`src/rtl/sub_result_decoder.sv`:
```
// Bit-serial inverse of the 4-bit subtractor: rebuilds A = D + B one bit per cycle.
// Define SUB_RESULT_DECODER_ERRCHK_EN to drive ovf from range/negative-zero checks.
module sub_result_decoder (
  input  logic       clk,
  input  logic       rst_n,
  input  logic       in_valid,
  output logic       in_ready,
  input  logic [4:0] s_in,
  input  logic [3:0] b_in,
  output logic       out_valid,
  input  logic       out_ready,
  output logic [3:0] a_out,
  output logic       ovf,
  output logic       busy
);

  typedef enum logic [1:0] {
    IDLE,
    CONV,
    ADD,
    DONE
  } state_t;

  state_t state;
  state_t state_nxt;

  logic [4:0] s_q;
  logic [4:0] d_sh;
  logic [4:0] b_sh;
  logic [3:0] sum_sh;
  logic       carry;
  logic [2:0] cnt;
  logic [3:0] a_q;
  logic       ovf_q;

  logic       bit_s;
  logic       bit_c;
  logic       last;
  logic       ovf_nxt;

  assign bit_s = d_sh[0] ^ b_sh[0] ^ carry;
  assign bit_c = (d_sh[0] & b_sh[0])
               | (d_sh[0] & carry)
               | (b_sh[0] & carry);
  assign last  = (cnt == 3'd4);

`ifdef SUB_RESULT_DECODER_ERRCHK_EN
  logic neg_zero;
  assign neg_zero = ~s_q[4] & (s_q[3:0] == 4'h0);
  // bit_s is sum[4] on the last ADD cycle
  assign ovf_nxt  = bit_s | neg_zero;
`else
  assign ovf_nxt  = 1'b0;
`endif

  always_ff @(posedge clk or negedge rst_n) begin
    if (!rst_n) state <= IDLE;
    else        state <= state_nxt;
  end

  always_comb begin
    state_nxt = state;
    in_ready  = 1'b0;
    out_valid = 1'b0;
    busy      = 1'b0;
    unique case (state)
      IDLE: begin
        in_ready = 1'b1;
        if (in_valid) state_nxt = CONV;
      end
      CONV: begin
        busy      = 1'b1;
        state_nxt = ADD;
      end
      ADD: begin
        busy = 1'b1;
        if (last) state_nxt = DONE;
      end
      DONE: begin
        out_valid = 1'b1;
        if (out_ready) state_nxt = IDLE;
      end
      default: state_nxt = IDLE;
    endcase
  end

  always_ff @(posedge clk or negedge rst_n) begin
    if (!rst_n) begin
      s_q    <= '0;
      d_sh   <= '0;
      b_sh   <= '0;
      sum_sh <= '0;
      carry  <= 1'b0;
      cnt    <= '0;
      a_q    <= '0;
      ovf_q  <= 1'b0;
    end else begin
      unique case (state)
        IDLE: begin
          if (in_valid) begin
            s_q  <= s_in;
            b_sh <= {1'b0, b_in};
          end
        end
        CONV: begin
          d_sh  <= s_q[4] ? {1'b0, s_q[3:0]}
                          : ~{1'b0, s_q[3:0]} + 5'd1;
          carry <= 1'b0;
          cnt   <= '0;
        end
        ADD: begin
          d_sh  <= d_sh >> 1;
          b_sh  <= b_sh >> 1;
          carry <= bit_c;
          cnt   <= cnt + 3'd1;
          // sum[3:0] is complete once bit 4 is being formed
          if (last) begin
            a_q   <= sum_sh;
            ovf_q <= ovf_nxt;
          end else begin
            sum_sh <= {bit_s, sum_sh[3:1]};
          end
        end
        default: ;
      endcase
    end
  end

  assign a_out = a_q;
  assign ovf   = ovf_q;

endmodule

```
`config.mk`:
```
export PLATFORM = sky130hd
export DESIGN_NAME = sub_result_decoder
export DESIGN_NICKNAME = d
export VERILOG_FILES = /design/src/rtl/sub_result_decoder.sv
export SDC_FILE = /design/constraint.sdc
export NUM_CORES = 1
export LEC_CHECK = 0
export CORE_MARGIN = 2
export CORE_UTILIZATION = 57
export CTS_CLUSTER_DIAMETER = 150
export DETAILED_ROUTE_END_ITERATION = 10
export GPL_TIMING_DRIVEN = 0
export HOLD_SLACK_MARGIN = 0.15
export PLACE_DENSITY_LB_ADDON = 0.08
export SETUP_SLACK_MARGIN = 0.5
export SYNTH_ARGS = -nofsm -noshare
export SYNTH_HDL_FRONTEND = slang
export SYNTH_SLANG_ARGS = --single-unit
export TNS_END_PERCENT = 10
```
`constraint.sdc`:
```
create_clock -name clk -period 2.4 [get_ports clk]
set_input_delay 0.48 -clock clk [delete_from_list [all_inputs] [get_ports clk]]
set_output_delay 0.48 -clock clk [all_outputs]
set_load 0.005 [all_outputs]
```
# --- Yosys cells after proc, flatten, opt, wreduce, memory -nomap -nowiden ---
# Index checks and enable logic that the tools add are counted.
classes:
  reduce_logical: 9
  addsub: 2
  eq_ne: 7
  div_mod_pow: 0
  shift: 0
  mul: 0
  mux: 13
  order_cmp: 0
  n_bitwise: 9
ops:
  columns: ["operator", "n"]
  rows:
  - ["one-hot mux 5 bit (2 select lines)", 2]
  - ["2-to-1 mux 5 bit", 2]
  - ["one-hot mux 2 bit (4 select lines)", 1]
  - ["AND reduction 2 bit", 4]
  - ["2-to-1 mux 2 bit", 3]
  - ["inequality test 2 bit, second input constant", 3]
  - ["one-hot mux 3 bit (2 select lines)", 1]
  - ["adder 5 x 1 -> 5 bit, second input constant", 1]
  - ["NOT 4 -> 5 bit", 1]
  - ["== test 2 bit, second input constant", 2]
  - ["nonzero test 2 bit", 2]
  - ["adder 3 x 1 -> 3 bit, second input constant", 1]
  - ["AND 1 bit", 3]
  - ["== test 3 bit, second input constant", 1]
  - ["2-to-1 mux 1 bit", 3]
  - ["AND reduction 3 bit", 1]
  - ["== test 2 x 1 -> 1 bit, second input constant", 1]
  - ["zero test 2 bit", 1]
  - ["bitwise OR 1 bit", 2]
  - ["one-hot mux 1 bit (2 select lines)", 1]
  - ["OR reduction 2 bit", 1]
  - ["bitwise XOR 1 bit", 2]
  - ["NOT 1 bit", 1]
totals:
  ramBits: 0
  output_inout_bits: 8
  reg_bits: 29
  mem_count: 0
  romBits: 0
  latchBits: 0
  elab_cells: 48
  inputBits: 13

# --- Longest topological paths before layout ---
depth:
  ltp_word: 4
  mapped_depth: 6
  mapped_depth_nobuf: 5

# --- Worst setup path before layout ---
# Ideal clock, no wire load.
synth_timing:
  path_type: "register to register"
  startpoint: "register state[0]"
  endpoint: "register state[1]"
  synth_period_minus_slack_ns: 1.547
  arrival_time_ns: 1.422
  required_ns: 2.275
  path_stages_with_launch: 7
  path_slack_ns: 0.853
  path_cell_list: "dfrtp_1 -> inv_1 -> ha_1 -> buf_6 -> and2b_4 -> nor3_4 -> mux2_4"
synth_via:
  elab_chain_cells: 3
  elab_cells_between_ends: 9
  classes_between: "eq/ne (6); mux (1); reduce/logical (2)"
synth_rtl:
  columns: ["element", "line", "text"]
  rows:
  - ["start: declaration", "24", "state_t state;"]
  - ["start signal: assignment", "58", "else state <= state_nxt;"]
  - ["== test 2 bit / zero test 2 bit (equally long branches)", "66", "unique case (state)"]
  - ["inequality test 2 bit (no source line)", null, null]
  - ["AND reduction 3 bit (no source line)", null, null]
# Parallel ways exist; a longest one is shown, timed or not.
# A chain may end at the register's enable or synchronous reset.

# --- Worst setup path after layout ---
layout_timing:
  startpoint: "register state[1]"
  endpoint: "output port in_ready"
layout_via:
  elab_chain_cells: 2
layout_rtl:
  columns: ["element", "line", "text"]
  rows:
  - ["zero test 2 bit", "66", null]
  - ["2-to-1 mux 1 bit", "66", null]
  - ["end: declaration", "7", "output logic in_ready,"]
# Every way passes these cells.

==> out/metrics.cfg <==
[status]
status=finished clean

[clock_network]
hold_buffers=0
clock-root-buffer=clkbuf_4
clkTransAtPathRegs_ps=150
cts_tree=done
cts.htree.levels=1
cts_sinks=28
cts_buffers=3
clk_path_buf_depth=2
insertion_delay_ps=340

[placement]
port_buffers=19
gp_congestion=0.801
dp.final_hpwl_mm=1.79

[cells_and_area]
num-fill-cells=171
antenna_cells=0
final_cell_mix=dfrtp_1 (28), clkdlybuf4s50_1 (16), inv_1 (13), mux2_2 (13), o21ai_0 (8)
area_delta_synth_final_pct=21.2
layout_commonest_cell=dfrtp_1
multi_input_area_um2=648
drive_above_1_share=0.219
nets=172
seq_area_um2=701

[route]
postRouteAntennaNets=0
dr.pass1.iters=4
vias_per_cell=5.45
dr_total_vias=987
routed_wl_mm=2.44
avgRoutedWirePerCell_um=13.5
drc_errors=0
drtIter0Drc=15

[power]
power_density_mw_per_mm2=1370
power_leakage_uw=0.000776
peakVddDrop_v=0.000972

[critical_path]
crit_start=state[1]$_DFFE_PN0P_
worstPathRequired_ps=1920
crit_type=flop to output port
worst-endpoint-arrival_ps=1500
critPathCaptureType=output port
critPathLaunchType=flop
cp_max_fo=2
r2r_start=state[1]$_DFFE_PN0P_

[floorplanning]
row_count=18
dieWidth_um=54.2
core_area_mm2=0.00243
boundaryPins=21
die_area_mm2=0.00293
die_h_um=54.2
start_util=0.590

[sta]
tns_ps=0
max_freq_ghz=0.505
finClkSkew_ps=6.65
slew_headroom=0.589
period_share=0.825
timing.hold.ws_ps=132
fin_crit_ps=1980
rsz0062_at_grt=yes
finalSetupViolCount=0
finalHoldViolCount=0
slew_violations=0
worst_slew_pin_slew_ps=617

[synth]
synth_cells=126
syn_area_mm2=0.00143
ys_types=33
avgSynthCellArea_um2=11.4
ys_seq_area_frac=0.489
ys_ff_latch=28
synth_nets=146
yosys_warnings=0

[global_routing]
antenna_found_initial=0
grt_pass1_vias=959
track_usage=0.199
grt_overflow=0
grt_max_degree=29
grt_pass1_wl_mm=4.02

[min_path]
hold_path_class=input pin to asynchronous set/reset pin

[job]
cap_viol_max_count=0

-- per-stage QoR --
step	cell area, um2	power (uW)	utilization	instances	setup WS (ps)
floorplan	1430	1720	-	126	853
global placement	1660	2010	0.683	175	440
detailed placement	1660	2060	0.683	175	401
CTS	1740	2410	0.716	181	381
global route	1740	2590	0.715	181	345
finish	1740	2380	0.715	181	420
-- synth_stat cells --
cell / number / area share
dfrtp_1: 28 / 0.49
inv_1: 14 / 0.037
mux2_2: 13 / 0.10
o21ai_0: 8 / 0.028
ha_1: 6 / 0.052
nand3_1: 6 / 0.021
nor3_1: 5 / 0.017
mux2i_1: 4 / 0.028
nand2_1: 4 / 0.010
nor2_1: 4 / 0.010
a21oi_1: 3 / 0.010
buf_2: 3 / 0.010
nor2b_1: 3 / 0.013
a221o_1: 2 / 0.014
a31oi_1: 2 / 0.0087
buf_6: 2 / 0.016
nand2b_1: 2 / 0.0087
nand3b_1: 2 / 0.010
a21boi_4: 1 / 0.013
a221oi_2: 1 / 0.010
and2b_4: 1 / 0.0070
buf_4: 1 / 0.0052
conb_1: 1 / 0.0026
fa_1: 1 / 0.014
mux2_4: 1 / 0.010
nand4bb_1: 1 / 0.0079
nor3_4: 1 / 0.011
nor3b_1: 1 / 0.0052
o2111ai_1: 1 / 0.0061
o21a_1: 1 / 0.0052
o22ai_1: 1 / 0.0044
o2bb2ai_1: 1 / 0.0061
or2_0: 1 / 0.0044
-- layout make-up --
cell class / count / area share
Multi-Input combinational cell: 78 / 0.373
Inverter: 14 / 0.0302
Clock buffer: 3 / 0.0130
Clock inverter: 1 / 0.0173
Sequential cell: 28 / 0.403
Timing Repair Buffer: 21 / 0.116
Buffer: 6 / 0.0259
Tap cell: 30 / 0.0216
-- critical path: stages, from the launching register on --
cell and delay, ps:
dfrtp_1 420, inv_1 110, ha_4 150, clkdlybuf4s50_1 490
-- metal layers --
metal / share of wire / GRT usage / wire, um / vias up
met5: 0 / 0 / 0 / -
met4: 0.021 / 0.0875 / 51 / 0
met1: 0.42 / 0.216 / 1020 / 478
li1: - / - / - / 482
met2: 0.52 / 0.365 / 1280 / 22
met3: 0.035 / 0.0417 / 85 / 5
-- final timing paths --
check	to	slack (ps)	cells past startpoint
max	in_ready	420	3
min	d_sh[0]$_DFFE_PN0P_	130	1
max reg2reg	state[1]$_DFFE_PN0P_	690	6
min reg2reg	a_out[3]$_DFFE_PN0P_	510	2
max in group asynchronous	cnt[0]$_DFFE_PN0P_	1870	1
min in group clk	a_out[3]$_DFFE_PN0P_	510	2
-- cell families after synthesis --
kind of cell | count (synthesis) | synth area share
simple gates | 31 | 0.127
flops | 28 | 0.489
compound gates | 21 | 0.106
buf+inv | 20 | 0.0681
mux | 18 | 0.140
fa+ha+maj | 7 | 0.0663
other cells | 1 | 0.00262
-- flip-flops by register name (all words and copies together), names as in the netlist --
| name | cells |
|---|---|
| state | 2 |
| carry | 1 |
| b_sh | 4 |
| a_out | 4 |
| d_sh | 5 |
| s_q | 5 |
| sum_sh | 4 |
| cnt | 3 |
-- report_power, final --
part | switching (uW) | internal (uW) | total, uW | leakage (uW)
Clock | 142 | 169 | 311 | 0.0000279
Combinational | 567 | 662 | 1230 | 0.000410
Sequential | 145 | 694 | 839 | 0.000338
Total | 854 | 1520 | 2380 | 0.000776
-- repair_timing --
item                                    in CTS  in global routing
pin swaps                                    1                  0
gates resized for setup                      3                  1
endpoints found under the setup margin       3                  2
setup buffers                                2                  0
(Power assumes the default switching activity.)
